<file path="src/rtl/sram_config_loader.sv">
// Boot-time loader: reads a magic byte and a config byte from SRAM, then holds the machine in reset.
// Optional macro SRAM_CFG_KBD_TOGGLE_EN lets a keyboard request toggle vga_on once running.
module sram_config_loader #(
  parameter logic [18:0] CFG_ADDR    = 19'h7FF00,
  parameter logic [7:0]  CFG_MAGIC   = 8'hC3,
  parameter logic [7:0]  DEFAULT_CFG = 8'h00,
  parameter int          WAIT_STATES = 2,
  parameter int          HOLD_CYCLES = 16000
) (
  input  logic        clk,
  input  logic        rst,
  output logic [18:0] sram_addr,
  input  logic [7:0]  sram_data,
  output logic        sram_we_n,
  output logic        cfg_busy,
  output logic        pwon_reset_n,
  output logic        vga_on,
  output logic        scanlines_on,
  input  logic        kbd_scandoubler
);

  typedef enum logic [1:0] {
    RD_MAGIC = 2'd0,
    RD_CFG   = 2'd1,
    HOLD     = 2'd2,
    RUN      = 2'd3
  } state_t;

  localparam int WW = (WAIT_STATES > 0) ? $clog2(WAIT_STATES + 1) : 1;
  localparam int HW = (HOLD_CYCLES > 0) ? $clog2(HOLD_CYCLES + 1) : 1;
  localparam logic [WW-1:0] WAIT_LAST = WW'(WAIT_STATES);
  localparam logic [HW-1:0] HOLD_LAST = (HOLD_CYCLES > 0) ? HW'(HOLD_CYCLES - 1) : '0;
  localparam logic [18:0]   CFG_DATA_ADDR = CFG_ADDR + 19'd1;

  state_t        state_q, state_d;
  logic [WW-1:0] wait_cnt_q, wait_cnt_d;
  logic [HW-1:0] hold_cnt_q, hold_cnt_d;
  logic [7:0]    magic_q, magic_d;
  logic [18:0]   sram_addr_q, sram_addr_d;
  logic          pwon_q, pwon_d;
  logic          busy_q, busy_d;
  logic          vga_q, vga_d;
  logic          scan_q, scan_d;
  logic          kbd_rise_s;

`ifdef SRAM_CFG_KBD_TOGGLE_EN
  logic kbd_prev_q;

  always_ff @(posedge clk) begin
    if (rst) begin
      kbd_prev_q <= 1'b0;
    end else begin
      kbd_prev_q <= kbd_scandoubler;
    end
  end

  // Rises seen before RUN are simply never acted on; the history still tracks every cycle.
  assign kbd_rise_s = kbd_scandoubler & ~kbd_prev_q;
`else
  logic unused_kbd_s;
  assign unused_kbd_s = kbd_scandoubler;
  assign kbd_rise_s   = 1'b0;
`endif

  always_comb begin
    state_d     = state_q;
    wait_cnt_d  = wait_cnt_q;
    hold_cnt_d  = hold_cnt_q;
    magic_d     = magic_q;
    sram_addr_d = sram_addr_q;
    pwon_d      = pwon_q;
    busy_d      = busy_q;
    vga_d       = vga_q;
    scan_d      = scan_q;
    case (state_q)
      RD_MAGIC: begin
        if (wait_cnt_q == WAIT_LAST) begin
          wait_cnt_d  = '0;
          magic_d     = sram_data;
          sram_addr_d = CFG_DATA_ADDR;
          state_d     = RD_CFG;
        end else begin
          wait_cnt_d = wait_cnt_q + WW'(1);
        end
      end
      RD_CFG: begin
        if (wait_cnt_q == WAIT_LAST) begin
          wait_cnt_d = '0;
          if (magic_q == CFG_MAGIC) begin
            vga_d  = sram_data[0];
            scan_d = sram_data[1];
          end else begin
            vga_d  = DEFAULT_CFG[0];
            scan_d = DEFAULT_CFG[1];
          end
          if (HOLD_CYCLES == 0) begin
            state_d = RUN;
            pwon_d  = 1'b1;
            busy_d  = 1'b0;
          end else begin
            state_d = HOLD;
          end
        end else begin
          wait_cnt_d = wait_cnt_q + WW'(1);
        end
      end
      HOLD: begin
        if (hold_cnt_q == HOLD_LAST) begin
          hold_cnt_d = '0;
          state_d    = RUN;
          pwon_d     = 1'b1;
          busy_d     = 1'b0;
        end else begin
          hold_cnt_d = hold_cnt_q + HW'(1);
        end
      end
      RUN: begin
        if (kbd_rise_s) begin
          vga_d = ~vga_q;
        end else begin
          vga_d = vga_q;
        end
      end
      default: begin
        state_d = RD_MAGIC;
      end
    endcase
  end

  always_ff @(posedge clk) begin
    if (rst) begin
      state_q     <= RD_MAGIC;
      wait_cnt_q  <= '0;
      hold_cnt_q  <= '0;
      magic_q     <= 8'h00;
      sram_addr_q <= CFG_ADDR;
      pwon_q      <= 1'b0;
      busy_q      <= 1'b1;
      vga_q       <= 1'b0;
      scan_q      <= 1'b0;
    end else begin
      state_q     <= state_d;
      wait_cnt_q  <= wait_cnt_d;
      hold_cnt_q  <= hold_cnt_d;
      magic_q     <= magic_d;
      sram_addr_q <= sram_addr_d;
      pwon_q      <= pwon_d;
      busy_q      <= busy_d;
      vga_q       <= vga_d;
      scan_q      <= scan_d;
    end
  end

  assign sram_addr    = sram_addr_q;
  assign sram_we_n    = 1'b1;
  assign cfg_busy     = busy_q;
  assign pwon_reset_n = pwon_q;
  assign vga_on       = vga_q;
  assign scanlines_on = scan_q;

endmodule

</file>
<file path="config.mk">
export PLATFORM = sky130hd
export DESIGN_NAME = sram_config_loader
export DESIGN_NICKNAME = d
export VERILOG_FILES = /design/src/rtl/sram_config_loader.sv
export SDC_FILE = /design/constraint.sdc
export NUM_CORES = 1
export LEC_CHECK = 0
export CORE_MARGIN = 2
export CORE_UTILIZATION = 38
export CTS_CLUSTER_DIAMETER = 60
export DETAILED_ROUTE_END_ITERATION = 10
export PLACE_DENSITY = 0.61
export SYNTH_ARGS = -nofsm -noshare
export SYNTH_HDL_FRONTEND = slang
export SYNTH_SLANG_ARGS = --single-unit
</file>
<file path="constraint.sdc">
create_clock -name clk -period 1.9 [get_ports clk]
set_input_delay 0.57 -clock clk [delete_from_list [all_inputs] [get_ports clk]]
set_output_delay 0.57 -clock clk [all_outputs]
set_load 0.01 [all_outputs]
</file>
# Word level (Yosys, flattened, before mapping)
# Cells that the tools add are included.
# W data, S select, Z words.
[word_totals]
ff_bits = 31
output_inout_bits = 24
word_cells = 34
[op_classes]
n_addsub = 2
n_eq_ne = 8
mux = 8
reduce_logical = 7
[op_table]
columns = ["operator", "n"]
rows = [
  ["$add A14 B1 Y14 const B", 1],
  ["$eq A14 B14 Y1 const B", 1],
  ["$mux W14", 1],
  ["$eq A8 B8 Y1 const B", 1],
  ["$mux W2", 4],
  ["$ne A2 B2 Y1 const B", 3],
  ["$pmux W2 S3", 1],
  ["$reduce_and A2 Y1", 3],
  ["$eq A2 B2 Y1 const B", 2],
  ["$reduce_and A4 Y1", 1],
  ["$reduce_bool A3 Y1", 1],
  ["$add A2 B1 Y2 const B", 1],
  ["$eq A2 B1 Y1 const B", 1],
  ["$logic_not A2 Y1", 1],
  ["$mux W1", 2],
  ["$reduce_or A2 Y1", 1],
]

# Logic depth before layout (Yosys ltp)
[depth]
depth_word = 3
ltp_mapped = 8

# Least setup slack after synthesis
# No wires, ideal clock.
[synth_path]
path_type = "register to register"
start = "reg state_q[0]"
end = "reg hold_cnt_q[13]"
setup_ns = 0.115
t_arrival_ns = 1.549
required_time_ns = 1.785
slack_ns = 0.236
path_stages_with_launch = 9
n_path_buf = 2
synth_period_minus_slack_ns = 1.664
cell_sequence = "dfxtp_1 inv_1 ha_1 buf_2 nand4_4 nor4_2 or2_1 buf_4 nor2_1"
[synth_via]
elab_chain_cells = 1
[synth_lines]
columns = ["element", "line_no", "source"]
rows = [
  ["start: declaration", "35", "state_t state_q, state_d;"],
  ["start signal: assignment", "142", "state_q <= state_d;"],
  ["$eq A2 B2 Y1", "75", "case (state_q)"],
  ["end signal: assignment", "144", "hold_cnt_q <= hold_cnt_d;"],
  ["end: declaration", "37", "logic [HW-1:0] hold_cnt_q, hold_cnt_d;"],
]
# No other way between the ends.
# A chain may end at the register's enable or synchronous reset.

# Worst setup path after layout
[layout_path]
start = "reg pwon_q (netlist: pwon_reset_n)"
end = "out pwon_reset_n"
[layout_rtl]
columns = ["element", "line_no", "source"]
rows = [
  ["start: declaration", "40", "logic pwon_q, pwon_d;"],
  ["start signal: assignment", "147", "pwon_q <= pwon_d;"],
  ["end: declaration", "16", "output logic pwon_reset_n,"],
]
# No word-level cell between the ends.

==> results by group <==
Status
  • Status: complete, no violations

Setup path
  • Critical path fanouts, max: 2
  • Worst path top cell family by delay: buffers and inverters
  • CP Cell Sequence: clkdlybuf4s50_1
  • CP Data Required Time: 1.33 ns
  • Crit Path Class: flip-flop to primary output
  • Worst Setup End Kind: primary output
  • Worst path max stage delay: 0.53 ns
  • WP buf/inv: 1
  • Startpoint types: flip-flop
  • Crit-path slowest cell: clkdlybuf4s50_1
  • CP arrival: 1.14 ns

Synth
  • Mean Syn Cell Area: 8.96 um2
  • Synthesis Warnings: 0
  • Synth Register Bits: 31
  • Post-Syn Instances: 172
  • Post-synth EDFFs: 0
  • Sequential share of the synthesized area: 0.403
  • Distinct cell type count after synthesis: 36
  • Netlist Area Pre-Place: 0.00154 mm2
  • Asr flop ratio synth: 0
  • Top_reg_cell synth: dfxtp_1

Global routing
  • Global route overflow: 0
  • Gr usage total: 0.133
  • First-pass GRT wire length: around 4600 um
  • Initial antenna violation count: 0
  • Largest net degree at the start of global routing: 14
  • Number of global-route vias before repair: 1047

Floorplan
  • Die height: approximately 68 um
  • Cell Rows: 23
  • Initial Utilization: 0.391
  • Die area: 0.00458 mm2
  • CORE AREA: between 0.003 and 0.004 mm2
  • IO Count: 35
  • Die Wd: 67.7 um

STA
  • Unrepaired setup endpoints after global routing: no
  • Slew Viols, Final: 0
  • Total negative slack: 0 ns
  • Final Cycle Share: 0.903
  • Maximum clock frequency: 583 MHz
  • Skew final: around 0.0025 ns
  • Fin crit period: 1.71 ns
  • Setup-failing EPs final: 0
  • Setup WS post-layout: between 0.15 and 0.2 ns
  • Final hold violation count: 0

CTS
  • Worst-Skew Late Latency: between 0.2 and 0.3 ns
  • Clock buffer depth: 2
  • H-tree Lvls: 2
  • Clk slew on worst S/H paths: about 0.06 ns
  • Clock root buffer: clkbuf_8
  • Hold-fix buffers, CTS: 0
  • CTS tree: yes
  • Clk sinks: 31
  • Num CTS Buffers: 5

Placed design
  • HPWL Detailed: ~2100 um
  • Dpl cell area: ~0.0017 mm2
  • RD Place Congestion: 0.778
  • Place WS: 0.112 ns
  • Input/output buffers: 14

Cells and area
  • Area occupied by multi-input gates: ~800 um2
  • Diode count: 0
  • Layout net count: approximately 210
  • Final Instance Area: 0.00179 mm2
  • Register area: between 600 and 700 um2
  • Share of cells above drive strength 1: 0.114
  • Fill cell count: around 400
  • P&R area growth vs syn: 16.2%
  • Commonest cells after routing, fill and taps aside: 31 x dfxtp_1, 21 x nor2_1, 19 x conb_1
  • Commonest non-fill, non-tap cell in the layout: dfxtp_1

Route
  • # DRC: 0
  • DR vias: ~1200
  • Max Used Layer: met4
  • Number of DRC markers in iteration 0: 55
  • Metal2 WL: between 1000 and 1500 um
  • Drt total wl: between 2000 and 3000 um
  • Post-route ant nets: 0
  • Metal3 WL: ~130 um
  • Routed met1 length: about 1200 um
  • Avg WL per Cell: 11.1 um
  • Vias per inst: 4.77
  • Drt pass-1 iters: 4

Power
  • Leakage power: 0.000713 uW
  • Max IR drop VDD: 328 uV
  • PwrDens: 955 mW/mm2

Job
  • Maxcap violations: 0

Hold path
  • Class of the worst hold path: flip-flop to flip-flop
## final cells by class
cell class,instances,area share
timing repair buffer,21,0.108
sequential,31,0.347
inverter,4,0.00839
multi-input combinational,129,0.447
clock buffer,8,0.0559
tap,50,0.0349
## power by group
group          internal, uW  total, uW  switching, uW
registers               713        758           44.7
clock network           330        556            226
logic                   180        396            216
total                  1220       1710            486
## final timing paths
| check | from | endpoint | slack, ns | depth (start not counted) |
|---|---|---|---|---|
| setup / recovery | pwon_reset_n | pwon_reset_n | 0.19 | 1 |
| hold reg to reg | sram_addr[0] | sram_addr[0] | 0.45 | 2 |
| hold / removal | sram_addr[0] | sram_addr[0] | 0.45 | 2 |
| setup reg to reg | state_q[0] | state_q[0] | 0.19 | 6 |
## registers in the layout, summed over array words and instances (netlist names)
| register | count |
|---|---|
| cfg_busy | 1 |
| hold_cnt_q | 14 |
| magic_q | 8 |
| pwon_reset_n | 1 |
| scanlines_on | 1 |
| sram_addr | 1 |
| state_q | 2 |
| vga_on | 1 |
| wait_cnt_q | 2 |
## Yosys cell counts (all sizes together), types with 3 or more instances
master / instances / area [um2]
a21oi: 13 / 65.1
and4: 3 / 27.5
buf: 22 / 159
clkbuf: 3 / 11.3
dfxtp: 31 / 621
ha: 5 / 62.6
inv: 4 / 15.0
nand2: 11 / 41.3
nand3: 14 / 70.1
nand4: 6 / 67.6
nor2: 21 / 78.8
nor3: 4 / 20.0
xnor2: 6 / 52.6
xor2: 7 / 61.3
## kinds of logic (layout without fill, tap and decap cells)
group                      count (synthesis)  in the layout  share of synthesized area
muxes                                      1              1                    0.00649
adders and majority gates                  5              5                     0.0406
AOI/OAI and AO/OA                         20             20                     0.0917
and+or+nand+nor                           71             71                      0.260
buffers and inverters                     29             33                      0.120
DFF                                       31             31                      0.403
xor gates and xnor gates                  13             13                     0.0739
other                                      2             19                    0.00487
## worst register-to-register path, stage by stage, from the launching register on
cell,delay [ns]
dfxtp_1,0.34
inv_1,0.10
ha_1,0.22
nand4_4,0.14
o41ai_4,0.45
a21oi_1,0.12
a311oi_1,0.25
## metal layers
layer | GRT usage | up-vias
met1 | 0.157 | 543
met2 | 0.217 | 26
met5 | 0 | -
li1 | - | 587
met3 | 0.0450 | 4
met4 | 0.0612 | 0
## through the flow
stage	util	hold slack [ns]	cells	power [uW]
3_3_place_gp	0.429	0.433	235	1150
6_report	0.454	0.446	243	1710
3_5_place_dp	0.429	0.444	235	1170
2_1_floorplan	-	0.431	189	1080
5_1_grt	0.454	0.466	243	1820
4_1_cts	0.454	0.453	243	1740
## what timing repair did
action                                  4_1_cts  5_1_grt
resized for setup                             0        1
endpoints found under the setup margin        0       13
buffers inserted                              0        0
Note: power is estimated with default switching activity, not from simulation.
